--- src/rtl/sevenseg_scan_ctrl.sv ---
// Scans NDIG BCD digits through one shared (optionally incrementing) BCD->7-seg decoder,
// driving active-low anodes with an all-off blank window at the start of every digit slot.
module sevenseg_scan_ctrl #(
  parameter int NDIG      = 4,
  parameter int SCAN_DIV  = 1000,
  parameter int BLANK_CYC = 16,
  parameter int PRE_DEC   = 1
) (
  input  logic              clk,
  input  logic              rst_n,
  input  logic              load_valid,
  output logic              load_ready,
  input  logic [4*NDIG-1:0] load_bcd,
  input  logic              lz_en,
  output logic [3:0]        dec_bcd,
  input  logic [6:0]        seg_in,
  output logic [6:0]        seg_out,
  output logic [NDIG-1:0]   dig_n,
  output logic              frame_tick
);

  localparam int CW = $clog2(SCAN_DIV);
  localparam int IW = $clog2(NDIG);
  localparam logic [CW-1:0]   CNT_LAST  = CW'(SCAN_DIV - 1);
  localparam logic [CW-1:0]   BLANK_END = CW'(BLANK_CYC);
  localparam logic [IW-1:0]   IDX_LAST  = IW'(NDIG - 1);
  localparam logic [NDIG-1:0] ONE_HOT0  = NDIG'(1);
  localparam logic [6:0]      SEG_OFF   = 7'h7F;
  localparam logic [3:0]      DEC_RST   = (PRE_DEC != 0) ? 4'd9 : 4'd0;

  typedef enum logic {ST_BLANK, ST_SHOW} state_t;

  state_t            state_q, state_d;
  logic [CW-1:0]     cnt_q, cnt_d;
  logic [IW-1:0]     idx_q, idx_d;
  logic [4*NDIG-1:0] shown_q, shown_d;
  logic [4*NDIG-1:0] pend_q, pend_d;
  logic              pend_vld_q, pend_vld_d;
  logic              lz_q, lz_d;
  logic [3:0]        dec_q, dec_d;
  logic [6:0]        seg_q, seg_d;
  logic [NDIG-1:0]   dig_n_q, dig_n_d;
  logic              tick_q, tick_d;
  logic              wrap, boundary, fire, blank_now;

  function automatic logic [3:0] digit_at(input logic [4*NDIG-1:0] v, input logic [IW-1:0] i);
    logic [3:0] d;
    d = 4'd0;
    for (int j = 0; j < NDIG; j++)
      if (IW'(j) == i) d = v[4*j +: 4];
    return d;
  endfunction

  // The shared decoder adds one when PRE_DEC is set, so the digit is pre-decremented mod 10.
  function automatic logic [3:0] enc(input logic [3:0] d);
    if (d > 4'd9)     return 4'd0;
    if (PRE_DEC == 0) return d;
    return (d == 4'd0) ? 4'd9 : d - 4'd1;
  endfunction

  function automatic logic suppressed(input logic [4*NDIG-1:0] v, input logic [IW-1:0] i,
                                      input logic lz);
    logic hi_zero;
    hi_zero = 1'b1;
    for (int j = 0; j < NDIG; j++)
      if (IW'(j) >= i && v[4*j +: 4] != 4'd0) hi_zero = 1'b0;
    return lz && (i != '0) && hi_zero;
  endfunction

  always_comb begin
    wrap       = (cnt_q == CNT_LAST);
    boundary   = wrap && (idx_q == IDX_LAST);
    fire       = load_valid && !pend_vld_q;
    cnt_d      = wrap ? '0 : cnt_q + 1'b1;
    idx_d      = idx_q;
    if (wrap) idx_d = (idx_q == IDX_LAST) ? '0 : idx_q + 1'b1;
    shown_d    = (boundary && pend_vld_q) ? pend_q : shown_q;
    pend_d     = fire ? load_bcd : pend_q;
    pend_vld_d = pend_vld_q;
    if (boundary && pend_vld_q) pend_vld_d = 1'b0;
    else if (fire)              pend_vld_d = 1'b1;
    lz_d       = wrap ? lz_en : lz_q;
    // Decoder input changes only on slot entry so it settles during the blank window.
    dec_d      = wrap ? enc(digit_at(shown_d, idx_d)) : dec_q;
    state_d    = (cnt_d >= BLANK_END) ? ST_SHOW : ST_BLANK;
    blank_now  = (digit_at(shown_q, idx_q) > 4'd9) || suppressed(shown_q, idx_q, lz_q);
    dig_n_d    = '1;
    seg_d      = SEG_OFF;
    if (state_q == ST_SHOW) begin
      dig_n_d = ~(ONE_HOT0 << idx_q);
      if (!blank_now) seg_d = seg_in;
    end
    tick_d     = boundary;
  end

  always_ff @(posedge clk or negedge rst_n) begin
    if (!rst_n) begin
      state_q    <= ST_BLANK;
      cnt_q      <= '0;
      idx_q      <= '0;
      shown_q    <= '0;
      pend_vld_q <= 1'b0;
      lz_q       <= 1'b0;
      dec_q      <= DEC_RST;
      seg_q      <= SEG_OFF;
      dig_n_q    <= '1;
      tick_q     <= 1'b0;
    end else begin
      state_q    <= state_d;
      cnt_q      <= cnt_d;
      idx_q      <= idx_d;
      shown_q    <= shown_d;
      pend_vld_q <= pend_vld_d;
      lz_q       <= lz_d;
      dec_q      <= dec_d;
      seg_q      <= seg_d;
      dig_n_q    <= dig_n_d;
      tick_q     <= tick_d;
    end
  end

  // Pending payload is qualified by pend_vld_q, so it carries no reset.
  always_ff @(posedge clk) begin
    pend_q <= pend_d;
  end

  assign load_ready = !pend_vld_q;
  assign dec_bcd    = dec_q;
  assign seg_out    = seg_q;
  assign dig_n      = dig_n_q;
  assign frame_tick = tick_q;

endmodule

--- config.mk ---
export PLATFORM = sky130hd
export DESIGN_NAME = sevenseg_scan_ctrl
export DESIGN_NICKNAME = d
export VERILOG_FILES = /design/src/rtl/sevenseg_scan_ctrl.sv
export SDC_FILE = /design/constraint.sdc
export NUM_CORES = 1
export LEC_CHECK = 0
export ABC_AREA = 1
export BUFFER_PORTS_ARGS = -buffer_cell sky130_fd_sc_hd__buf_4
export CAP_MARGIN = 25
export CORE_MARGIN = 8
export CORE_UTILIZATION = 40
export DETAILED_ROUTE_END_ITERATION = 10
export SETUP_SLACK_MARGIN = 0.5
export SLEW_MARGIN = 10
export SYNTH_ARGS = -nofsm -noshare
export SYNTH_HDL_FRONTEND = slang
export SYNTH_SLANG_ARGS = --single-unit
--- constraint.sdc ---
create_clock -name clk -period 3.1 [get_ports clk]
set_clock_uncertainty 0.05 [all_clocks]
set_input_delay 0.465 -clock clk [delete_from_list [all_inputs] [get_ports clk]]
set_output_delay 0.465 -clock clk [all_outputs]
set_load 0.05 [all_outputs]
; After elaboration in Yosys (flattened, before gate mapping)
; Index checks and enable logic that the tools add are counted.
[classes]
n_eq_ne = 8
order_cmp = 7
add_sub_neg = 3
mux = 26
n_bitwise = 1
n_reduce_logical = 20
shifts = 1
[op_table]
columns = operator, count
row1 = two-way mux 4 bit, 12
row2 = two-way mux 16 bit, 1
row3 = nonzero test 4 bit, 4
row4 = two-way mux 7 bit, 2
row5 = "adder 10 x 1 -> 10 bit, second input constant", 1
row6 = "== test 10 bit, second input constant", 1
row7 = "greater-or-equal comparator 10 x 5 -> 1 bit, second input constant", 1
row8 = two-way mux 10 bit, 1
row9 = logical AND 1 bit, 9
row10 = "== test 2 bit, first input constant", 4
row11 = "greater-than comparator 4 bit, second input constant", 2
row12 = two-way mux 1 bit, 8
row13 = "== test 1 x 2 -> 1 bit, first input constant", 2
row14 = "greater-or-equal comparator 1 x 2 -> 1 bit, first input constant", 2
row15 = "greater-or-equal comparator 2 bit, first input constant", 2
row16 = zero test 2 bit, 2
row17 = zero test 4 bit, 1
row18 = two-way mux 2 bit, 2
row19 = inverter 4 bit, 1
row20 = nonzero test 2 bit, 2
row21 = "<< shifter 1 x 2 -> 4 bit, first input constant", 1
row22 = "subtractor 4 x 1 -> 4 bit, second input constant", 1
row23 = "adder 2 x 1 -> 2 bit, second input constant", 1
row24 = "== test 2 bit, second input constant", 1
row25 = 2 further kinds, 2
[totals]
word_cells = 77
regBits = 63
in_bits = 27
output_inout_bits = 17

; Logic depth before layout (Yosys ltp)
[depth]
ltp_word = 11
mapped_depth = 19
mapped_depth_nobuf = 19

; Worst setup path before layout
; OpenSTA, ideal clock, no wires.
[synth_path]
path_type = reg-to-reg
start = reg idx_q[0]
end = reg dec_q[1], in the netlist dec_bcd[1]
t_arrival_ns = 2.180
path_stages_with_launch = 20
slack_ns = 0.748
t_required_ns = 2.928
period_less_slack_ns = 2.352
path_buffers = 1
setup_ns = 0.122
path_cell_list = dfrtp_1 > ha_1 > clkbuf_8 > nor2_1 > inv_1 > nand3_1 > nand2_2 > nand2_2 > inv_2 > nand2_1 > nand2_1 > nor2_2 > inv_1 > ha_1 > nor2_1 > inv_1 > nand3_1 > nand2_1 > nand2_1 > o21ai_1
[synth_between]
elab_chain_cells = 11
word_cells_on_any_way = 21
cone_classes = add/sub (2) / order compare (1) / eq/ne (4) / mux (10) / reduce/logical (4)
[synth_rtl]
columns = element, line_no
row1 = start: declaration, 35  ; logic [IW-1:0] idx_q, idx_d;
row2 = start signal: assignment, 111  ; idx_q <= idx_d;
row3 = adder 2 x 1 -> 2 bit or == test 2 bit (tied branches), "76, 72"
row4 = two-way mux 2 bit or logical AND 1 bit (tied branches), "76, 72"
row5 = two-way mux 2 bit or logical AND 1 bit (tied branches), "76, 77"
row6 = zero test 2 bit or two-way mux 16 bit (tied branches), "50, 77"
row7 = two-way mux 4 bit (3 in series), 50  ; if (IW'(j) == i) d = v[4*j +: 4];
row8 = two-way mux 4 bit (*), 50
row9 = "subtractor 4 x 1 -> 4 bit, or another cell as far along", 58  ; return (d == 4'd0) ? 4'd9 : d - 4'd1;
row10 = two-way mux 4 bit or two-way mux 1 bit (tied branches), "58, 56"
row11 = two-way mux 4 bit (*), 57  ; if (PRE_DEC == 0) return d;
row12 = end signal: assignment, 104  ; dec_q <= DEC_RST;
row13 = end signal: assignment, 115  ; dec_q <= dec_d;
row14 = end: declaration, 40  ; logic [3:0] dec_q, dec_d;
; Mark *: on every way between the ends. The rest lies on a longest branch, timed or not.
; A chain may end at the register's enable or synchronous reset.

; Worst setup path after layout
[layout_path]
start = reg idx_q[1]
end = reg dec_q[3], in the netlist dec_bcd[3]
[layout_between]
elab_chain_cells = 11
word_cells_on_any_way = 21
cone_classes = add/sub (2) / order compare (1) / eq/ne (4) / mux (10) / reduce/logical (4)
[layout_rtl]
columns = element, line_no
row1 = adder 2 x 1 -> 2 bit or == test 2 bit (tied branches), 76  ; if (wrap) idx_d = (idx_q == IDX_LAST) ? '0 : idx_q + 1'b1;
row2 = two-way mux 2 bit, 76
row3 = two-way mux 2 bit (*), 76
row4 = via idx_d[1], 35
row5 = zero test 2 bit, 50
row6 = two-way mux 4 bit (3 in series), 50
row7 = two-way mux 4 bit (*), 50
row8 = "subtractor 4 x 1 -> 4 bit, or another cell as far along", 58
row9 = two-way mux 4 bit or two-way mux 1 bit (tied branches), "58, 56"
row10 = two-way mux 4 bit (*), 57
; Mark *: on every way through the listed nets, which the timed path passes. The rest lies on a longest branch.

==> results_dict.tcl <==
set metrics [dict create \
    vias_per_cell 4.494 \
    drt_wl_total_um 6335 \
    place_area_sq_um 3403 \
    fillers 694 \
    ant_nets 0 \
    gr-usage-all-layers_pct 13.21 \
    synth-edff-count 16 \
    syn_avg_cell_area_sq_um 9.453 \
    path_class "flop to flop" \
    cts-htree-levels 3 \
    holdBufCountCts 0 \
    maxSlewViolCount 0 \
    max_freq_mhz 414.1 \
    register_area_sq_um 1674 \
    diodes 0 \
    clock-root-buffer "clkbuf_8" \
    layout-drive-gt1-share_pct 36.69 \
    synthTopCellsByArea "dfrtp_1, edfxtp_1, dfstp_2" \
    synth-xor-area-share_pct 0.2923 \
    run_status "completed" \
    dieArea_sq_um 10520 \
    hold_slack_ps 67.75 \
    synth_top_flop_cell "dfrtp_1" \
    overflow 0 \
    io_pins 44 \
    hpwl_um 4573 \
    yosysMostFrequentCell "nand2_1" \
    pwr_density_cell_nw_per_um2 409.5 \
    rows 31 \
    crit_path_start "idx_q[1]" \
    crit_fanout 5 \
    pwr-share-comb_pct 4.2 \
    netlist_instances 317 \
    nNetsFinal 418 \
    setup.worst_path.start_class "flop" \
    critPathArrivalTime_ps 2650 \
    syn_to_final_growth_pct 26.51 \
    grt_pass1_vias 2261 \
    postLayoutCellArea_sq_um 3791 \
    synth_area_sq_um 2997 \
    hold_violations 0 \
    final-setup-viol-count 0 \
    p_switching_mw 0.3597 \
    post-route-util_pct 52.27 \
    min_period_over_period_pct 77.90 \
    numClockSinks 63 \
    switching_share_pct 23.17 \
    ys_seq_area_share_pct 55.82 \
    dieHeight_um 102.6 \
    grt_pass1_wl_um 10680 \
    ys_types 39 \
    synth_top_area_share_pct 28.39 \
    slew_headroom_pct 60.20 \
    muxShareOfSynthArea_pct 0 \
    tns_ps 0 \
    hold_class "input port to asynchronous set/reset pin" \
    p_seq_share_pct 55.4 \
    power_frac_clock_pct 40.4 \
    wire_per_inst_um 13.03 \
    required_ps 3340 \
    clkSlewWorstSetupHoldPaths_ps 70 \
    numPortBuffers 43 \
    ir_drop_uv 198.6 \
    max_cap_viol_count 0 \
    die_x_um 102.6 \
    initialDrtViolationCount 96 \
    multi_input_area_sq_um 1162 \
    synthSimpleGateAreaFrac_pct 26.85 \
    tightest_slew_ps 591.6 \
    cts_buffers 9 \
    clk_latency_ps 340 \
    synth_fa_ha_area_share_pct 3.758 \
    antenna_found_initial 0 \
    rsz0062_at_grt "no" \
    synthArstFlopShare_pct 74.60 \
    cts_tree "built" \
    synth_warnings 0 \
    period_minus_slack_ps 2415 \
    reg2reg_from "idx_q[1]" \
    gp_congestion 0.8300 \
    r2r_setup_slack_ps 680 \
    drc 0 \
    yosysTopAreaCell "dfrtp_1" \
    p_leak_nw 1.868 \
    grt_start_max_net_pins 48 \
    cts_buffer_depth 2 \
    drt-pass1-iter-count 4 \
    vias 2184 \
    cellInternalPower_mw 1.193 \
    synth_nets 353 \
    synth_compound_area_share_pct 5.136 \
    end_kind "flop" \
    core_sq_um 7253 \
    initial_core_util_pct 41.31 \
    ys_ff_latch 63 \
    synth_top_family_by_area "simple AND/OR/NAND/NOR gates" \
    power_mw 1.553 \
    synth_commonest_cells "nand2_1, inv_1, dfrtp_1, nor2_1, edfxtp_1" \
]
-- metal layers --
layer  GRT usage (%)  up-vias  part of all wire (%)
met3           4.051       14                   5.7
met5               0        -                     0
met1           17.37      977                    49
met2           19.53       63                    44
met4           5.869        0                   2.1
li1                -     1130                     -
-- flip-flops by register name, summed over array words and instances (netlist names) --
name / count
pend_q: 16
shown_q: 16
cnt_q: 10
seg_out: 7
dec_bcd: 4
dig_n: 4
idx_q: 2
frame_tick: 1
lz_q: 1
pend_vld_q: 1
state_q: 1
-- cells by family (layout without fill, tap and decap cells) --
kind of cell / after synthesis / after routing
compound gates: 25 / 25
buf+inv: 55 / 125
simple gates: 164 / 164
fa+ha+maj: 9 / 9
xor+xnor: 1 / 1
flops: 63 / 63
-- cell usage in the layout (no fill, tap or decap), types with 3 or more instances in the layout --
cell        netlist  layout
a21oi_1           7       7
buf_4             1      57
clkbuf_8          1      10
clkinv_2          1       3
clkinvlp_4        0       3
dfrtp_1          34      33
dfstp_2          13      13
edfxtp_1         16      16
ha_1              9       5
inv_1            45      43
inv_2             4       5
nand2_1          84      81
nand2_2          14      16
nand3_1          13      12
nand3_2           2       3
nand4_1           5       5
nor2_1           23      17
nor2_2            6       8
nor2_4            2       6
nor3_1            7       7
o21ai_0           6       4
o21ai_1           3       5
-- cell type report --
class / count / share of cell area [%]
Tap cell: 99 / 3.267
Sequential cell: 63 / 44.16
Multi-Input combinational cell: 199 / 30.66
Inverter: 50 / 5.116
Timing Repair Buffer: 59 / 12.21
Clock inverter: 6 / 0.9571
Clock buffer: 10 / 3.630
-- worst max-delay path, cell delays in order (launching register included) --
cell and delay, ps:
dfrtp_1 450, inv_1 120, ha_1 320, nand3_1 100
nand2_2 130, nand2_2 100, inv_2 60, nand2_1 70
nand3_1 110, nor2_4 190, ha_2 190, nor2_1 40
inv_1 60, nand3_2 90, a21oi_2 140, nand3_1 90
nand2_1 60
-- timing repair --
item                                   4_1_cts  5_1_grt
endpoints found under the hold margin        0        0
setup buffers                                4       10
setup endpoints to repair                    4        4
gates resized for setup                      3       27
pin swaps                                    0        8
-- stage by stage --
step,std cells,worst slack [ps]
CTS,476,511.6
floorplan,317,747.9
global route,486,509.1
global placement,456,439.5
detailed placement,456,326.1
finish,486,685.0
-- final timing paths --
path / to / cells past startpoint
worst max-delay path: dec_bcd[3] / 16
worst min-delay path: cnt_q[1] / 1
worst max register to register: dec_bcd[3] / 16
worst min register to register: dec_bcd[3] / 2
max in group asynchronous: idx_q[0] / 1
min in group clk: pend_q[1] / 1
-- power groups by stage --
stage          Clock, mW  Sequential, mW  Combinational [mW]
5_1_grt            0.677           0.861              0.0713
3_3_place_gp           0           0.876              0.0666
2_1_floorplan          0           0.895             0.00397
4_1_cts            0.645           0.860              0.0669
6_report           0.627           0.861              0.0650
3_5_place_dp           0           0.876              0.0669
No activity file was read; power rests on OpenSTA's default activity.
